==> config.mk <==
export PLATFORM = sky130hd
export DESIGN_NAME = rv_muldiv
export DESIGN_NICKNAME = d
export VERILOG_FILES = /design/src/rtl/rv_muldiv.sv
export SDC_FILE = /design/constraint.sdc
export NUM_CORES = 2
export LEC_CHECK = 0
export ABC_CLOCK_PERIOD_IN_PS = 11100
export BUFFER_PORTS_ARGS = -buffer_cell sky130_fd_sc_hd__buf_2
export CAP_MARGIN = 5
export CORE_MARGIN = 3
export CORE_UTILIZATION = 57
export DETAILED_ROUTE_END_ITERATION = 8
export GPL_ROUTABILITY_DRIVEN = 0
export PLACE_DENSITY = 0.81
export SLEW_MARGIN = 20
export SYNTH_ARGS = -nofsm -noshare
export SYNTH_HDL_FRONTEND = slang
export SYNTH_SLANG_ARGS = --single-unit
==> constraint.sdc <==
create_clock -name clk_i -period 11.1 [get_ports clk_i]
set_clock_uncertainty 0.15 [all_clocks]
set_input_delay 1.11 -clock clk_i [delete_from_list [all_inputs] [get_ports clk_i]]
set_output_delay 1.11 -clock clk_i [all_outputs]
set_load 0.03 [all_outputs]
==> src/rtl/rv_muldiv.sv <==
// Iterative RV32 M-extension unit (MUL/MULH/MULHSU/MULHU/DIV/DIVU/REM/REMU).
// Latency: multiply 2 cycles, divide special case 1 cycle, normal divide 33 cycles.
// Backpressure: ready_o low while busy; no output backpressure, valid_o is a 1-cycle pulse.
//
// Ports:
//   clk_i, rst_i            clock, synchronous active-high reset
//   valid_i / ready_o       request handshake from decode (accept on valid_i & ready_o)
//   op_i, a_i, b_i          funct3 opcode and rs1/rs2 operands, captured at acceptance
//   kill_i                  pipeline flush, abandons any in-flight operation
//   valid_o, result_o       completion pulse and result (result held until next completion)

package rv_pkg;
  parameter int XLEN = 32;
endpackage

module rv_muldiv #(
  parameter int XLEN = rv_pkg::XLEN
) (
  input  logic            clk_i,
  input  logic            rst_i,
  input  logic            valid_i,
  output logic            ready_o,
  input  logic [2:0]      op_i,
  input  logic [XLEN-1:0] a_i,
  input  logic [XLEN-1:0] b_i,
  input  logic            kill_i,
  output logic            valid_o,
  output logic [XLEN-1:0] result_o
);

  localparam int CW = $clog2(XLEN);
  localparam logic [XLEN-1:0] MIN_NEG = {1'b1, {(XLEN-1){1'b0}}};

  typedef enum logic [1:0] {IDLE, MUL, DIV, DONE} state_t;

  state_t          state;
  logic [CW-1:0]   count;
  logic [1:0]      op_q;      // op bit 2 is implied by the state we are in
  logic [XLEN:0]   mul_a;     // 33-bit sign-/zero-extended multiply operands
  logic [XLEN:0]   mul_b;
  logic [XLEN-1:0] rem_q;
  logic [XLEN-1:0] quot_q;
  logic [XLEN-1:0] dvsr_q;
  logic            neg_q;
  logic            neg_r;

  // Decode of the incoming request
  logic            accept;
  logic            op_is_mul;
  logic            div_signed;
  logic            a_neg;
  logic            b_neg;
  logic [XLEN-1:0] a_abs;
  logic [XLEN-1:0] b_abs;
  logic            b_zero;
  logic            div_ovf;
  logic [XLEN-1:0] special_res;

  assign ready_o     = (state == IDLE) & ~kill_i & ~rst_i;
  assign accept      = valid_i & ready_o;
  assign op_is_mul   = ~op_i[2];
  assign div_signed  = ~op_i[0];
  assign a_neg       = div_signed & a_i[XLEN-1];
  assign b_neg       = div_signed & b_i[XLEN-1];
  assign a_abs       = a_neg ? -a_i : a_i;
  assign b_abs       = b_neg ? -b_i : b_i;
  assign b_zero      = (b_i == '0);
  assign div_ovf     = div_signed & (a_i == MIN_NEG) & (b_i == '1);
  // op_i[1] selects remainder; divide-by-zero takes priority over overflow
  assign special_res = b_zero ? (op_i[1] ? a_i : '1)
                              : (op_i[1] ? '0  : MIN_NEG);

  // Multiply: operands are extended to full product width so the low 64 bits
  // of a signed multiply are exact for every signedness combination.
  logic signed [2*XLEN-1:0] mul_ea;
  logic signed [2*XLEN-1:0] mul_eb;
  logic        [2*XLEN-1:0] prod;
  logic        [XLEN-1:0]   mul_res;

  assign mul_ea  = {{(XLEN-1){mul_a[XLEN]}}, mul_a};
  assign mul_eb  = {{(XLEN-1){mul_b[XLEN]}}, mul_b};
  assign prod    = mul_ea * mul_eb;
  assign mul_res = (op_q == 2'b00) ? prod[XLEN-1:0] : prod[2*XLEN-1:XLEN];

  // One restoring step on {rem, quot}: shift in the next dividend bit, try
  // subtracting the divisor, keep the difference if it did not borrow.
  logic [XLEN:0]   shifted;
  logic [XLEN:0]   trial;
  logic [XLEN-1:0] rem_nxt;
  logic [XLEN-1:0] quot_nxt;
  logic [XLEN-1:0] div_res;

  assign shifted  = {rem_q, quot_q[XLEN-1]};
  assign trial    = shifted - {1'b0, dvsr_q};
  assign rem_nxt  = trial[XLEN] ? shifted[XLEN-1:0] : trial[XLEN-1:0];
  assign quot_nxt = {quot_q[XLEN-2:0], ~trial[XLEN]};
  assign div_res  = op_q[1] ? (neg_r ? -rem_nxt  : rem_nxt)
                            : (neg_q ? -quot_nxt : quot_nxt);

  always_ff @(posedge clk_i) begin
    if (rst_i) begin
      state    <= IDLE;
      count    <= '0;
      valid_o  <= 1'b0;
      result_o <= '0;
    end else begin
      valid_o <= 1'b0;
      if (kill_i) begin
        state <= IDLE;
      end else begin
        case (state)
          IDLE: begin
            if (accept) begin
              op_q <= op_i[1:0];
              if (op_is_mul) begin
                // MULH and MULHSU sign a; only MULH signs b
                mul_a <= {(op_i == 3'b001 || op_i == 3'b010) & a_i[XLEN-1], a_i};
                mul_b <= {(op_i == 3'b001) & b_i[XLEN-1], b_i};
                state <= MUL;
              end else if (b_zero || div_ovf) begin
                result_o <= special_res;
                valid_o  <= 1'b1;
                state    <= DONE;
              end else begin
                rem_q  <= '0;
                quot_q <= a_abs;
                dvsr_q <= b_abs;
                neg_q  <= a_neg ^ b_neg;
                neg_r  <= a_neg;
                count  <= CW'(XLEN-1);
                state  <= DIV;
              end
            end
          end
          MUL: begin
            result_o <= mul_res;
            valid_o  <= 1'b1;
            state    <= DONE;
          end
          DIV: begin
            rem_q  <= rem_nxt;
            quot_q <= quot_nxt;
            count  <= count - 1'b1;
            if (count == '0) begin
              result_o <= div_res;
              valid_o  <= 1'b1;
              state    <= DONE;
            end
          end
          DONE:    state <= IDLE;
          default: state <= IDLE;
        endcase
      end
    end
  end

endmodule

==> results.sh <==
export IMPL_status="completed"
export IMPL_synth_top_area_share=0.4356
export IMPL_drc_errors=0
export IMPL_coreArea_um2=89190
export IMPL_utilization=0.6086
export IMPL_hold_viol_final=0
export IMPL_die_w_um=307.3
export IMPL_holdPathEnd="result_o[12]"
export IMPL_critical_path_slowest_cell="a2111oi_0"
export IMPL_cp_arrival_ns=9.94
export IMPL_initial_core_util=0.5802
export IMPL_synth_fp_nets=7068
export IMPL_firstDrtPassIters=6
export IMPL_crit_top_cell="fa_1"
export IMPL_cts_resized=0
export IMPL_hold_path_class="flop to flop"
export IMPL_die_h_um=307.3
export IMPL_crit_path_max_fanout=17
export IMPL_avgRoutedWirePerCell_um=21.39
export IMPL_crit_type="flop to flop"
export IMPL_grt_antenna_before_repair=8
export IMPL_vias_per_cell=5.961
export IMPL_clock_insertion_delay_worst_skew_ns=0.53
export IMPL_syn_to_final_growth_pct=4.881
export IMPL_avgSynthCellArea_um2=9.215
export IMPL_fmax_mhz=103.8
export IMPL_reg2regPathDepth=26
export IMPL_maxSlewHeadroom=0.1882
export IMPL_reg2reg_to="result_o[29]"
export IMPL_cts_root_buf="clkbuf_16"
export IMPL_worst_setup_path_end_kind="flop"
export IMPL_synth_top_area_cell="fa_1"
export IMPL_io_buffers=104
export IMPL_fp_row_count=109
export IMPL_grt_pass1_vias=42734
export IMPL_dpl_hpwl_um=115600
export IMPL_synthTopCellsByArea="fa_1 44%, edfxtp_1 9.6%, inv_1 8.6%"
export IMPL_hp_start="result_o[12]"
export IMPL_path_buf_inv=6
export IMPL_holdPathStages=2
export IMPL_synth_area_um2=51750
export IMPL_drv_cap=0
export IMPL_path_clk_slew_ns=0.07
export IMPL_synth_common_cells="1191 x inv_1, 1126 x fa_1, 712 x nand2_1, 545 x and2_1, 264 x clkbuf_1"
export IMPL_htree_levels=1
export IMPL_final_instance_count_excl_fill=6743
export IMPL_synth_edf_count=166
export IMPL_async_flop_share=0
export IMPL_r2r_slack_ns=1.47
export IMPL_start_kind="flop"
export IMPL_final_max_slew_viol_count=0
export IMPL_fin_crit_sh=0.8676
export IMPL_hold_buffers=0
export IMPL_clkSinkCount=206
export IMPL_ant_nets=0
export IMPL_drive_above_1_share=0.04736
export IMPL_finalNetCount=7010
export IMPL_routed_wl_um=144200
export IMPL_fillCellCount=7267
export IMPL_num_vias=40198
export IMPL_clk_path_buf_depth=3
export IMPL_cts_tree="built"
export IMPL_synth_distinct_cells=80
export IMPL_path_delay_family="adder cells"
export IMPL_synth_seq_cells=206
export IMPL_ys_seq_area_frac=0.1118
export IMPL_netlist_instances=5616
export IMPL_post_route_min_period_ns=9.630
export IMPL_first_iter_violations=3911
export IMPL_yosysMostFrequentCell="inv_1"
export IMPL_gr_usage_all_layers=0.3125
export IMPL_final_setup_viol_count=0
export IMPL_ys_warn_count=0
export IMPL_gr_total_overflow=0
export IMPL_dpl_cell_count=6697
export IMPL_ios=105
export IMPL_postCtsSetupBuffers=0
export IMPL_rsz0062_at_grt="no"
export IMPL_cp_required_ns=11.41
export IMPL_grt_max_degree=78
export IMPL_slowest_delay_ns=0.95
export IMPL_tightest_slew_ns=1.218
export IMPL_worstReg2RegStart="mul_a[13]"
export IMPL_synthFlopType="edfxtp_1"
export IMPL_grt_pass1_wl_um=231200
export IMPL_dieArea_um2=94450
export IMPL_cts_buffers=23
export IMPL_setup_tns_ns=0
[how the worst max path moves through the flow]
stage	startpoint	slack (ns)	endpoint	depth (start not counted)
after floorplan	b_i[0]	1.58	quot_q[0]	9
after global placement	mul_a[13]	1.85	result_o[27]	27
after detailed placement	mul_a[13]	1.68	result_o[29]	26
after CTS	mul_a[13]	1.60	result_o[29]	26
after global routing	mul_a[13]	1.03	result_o[29]	26
final	mul_a[13]	1.47	result_o[29]	26
[routing by layer]
| layer | share of wire | vias up | track usage | wire (um) |
|---|---|---|---|---|
| met1 | 0.35 | 20246 | 0.3932 | 50740 |
| met2 | 0.47 | 2378 | 0.5117 | 67680 |
| li1 | - | 16991 | - | - |
| met5 | 0.000090 | - | 0 | 13 |
| met4 | 0.061 | 2 | 0.1488 | 8846 |
| met3 | 0.12 | 581 | 0.07572 | 16930 |
[logic make-up after synthesis]
logic type,synth area share
compound gates,0.07896
fa+ha+maj,0.4972
xor+xnor,0.03554
simple gates,0.1629
flops,0.1118
mux,0.006503
buf+inv,0.1071
[layout by cell type (no fill, tap or decap), types with 28 or more instances in the layout]
master / netlist / layout
inv_1: 1191 / 1191
fa_1: 1126 / 1125
nand2_1: 712 / 712
and2_1: 545 / 545
ha_1: 255 / 254
o21ai_0: 190 / 190
edfxtp_1: 166 / 166
a21oi_1: 162 / 162
xnor2_1: 126 / 126
nor2_1: 107 / 104
buf_2: 9 / 104
buf_4: 0 / 91
xor2_1: 84 / 84
nor2b_1: 70 / 70
a21o_1: 45 / 45
nor3_1: 43 / 41
dfxtp_1: 40 / 40
nand2b_1: 36 / 36
nand3_1: 32 / 32
o211ai_1: 28 / 28
mux2i_1: 28 / 28
[cell type report]
| class | count | area (um2) | area share |
|---|---|---|---|
| Sequential cell | 206 | 5786 | 0.1066 |
| Antenna cell | 4 | 10.01 | 0.0001844 |
| Clock inverter | 13 | 252.7 | 0.004656 |
| Multi-Input combinational cell | 3938 | 40460 | 0.7454 |
| Inverter | 1193 | 4478 | 0.08250 |
| Timing Repair Buffer | 196 | 1219 | 0.02245 |
| Clock buffer | 28 | 615.6 | 0.01134 |
| Tap cell | 1165 | 1458 | 0.02685 |
[worst register-to-register path: stages (launching register included)]
cell	delay, ns
edfxtp_1	0.91
buf_4	0.39
nand2_1	0.14
fa_1	0.53
fa_1	0.50
inv_1	0.05
fa_1	0.47
inv_1	0.05
fa_1	0.44
fa_1	0.54
inv_1	0.05
ha_1	0.29
fa_1	0.49
inv_1	0.05
fa_1	0.48
inv_1	0.06
ha_1	0.37
o211ai_1	0.14
o311ai_1	0.62
a32oi_1	0.30
a2111oi_0	0.95
o21ai_0	0.28
a21o_1	0.24
a31oi_1	0.41
nor3b_1	0.25
o21ai_0	0.17
a32oi_1	0.26
[flip-flops by register name, indices dropped and copies added (netlist names)]
| register | count |
|---|---|
| count | 5 |
| dvsr_q | 32 |
| mul_a | 33 |
| mul_b | 33 |
| neg_q | 1 |
| neg_r | 1 |
| op_q | 2 |
| quot_q | 32 |
| rem_q | 32 |
| result_o | 32 |
| state | 2 |
| valid_o | 1 |
[metrics by stage]
stage / area (um2) / hold WS, ns / setup WS, ns
finish: 54280 / 0.3174 / 1.470
global route: 54270 / 0.3516 / 1.029
CTS: 54250 / 0.3137 / 1.600
detailed placement: 53380 / 0.2957 / 1.684
global placement: 53380 / 0.2901 / 1.852
floorplan: 51750 / 0.2993 / 1.578
Power is not shown: default switching activity piles up to over one toggle a cycle in this logic, so the estimate is an artifact.
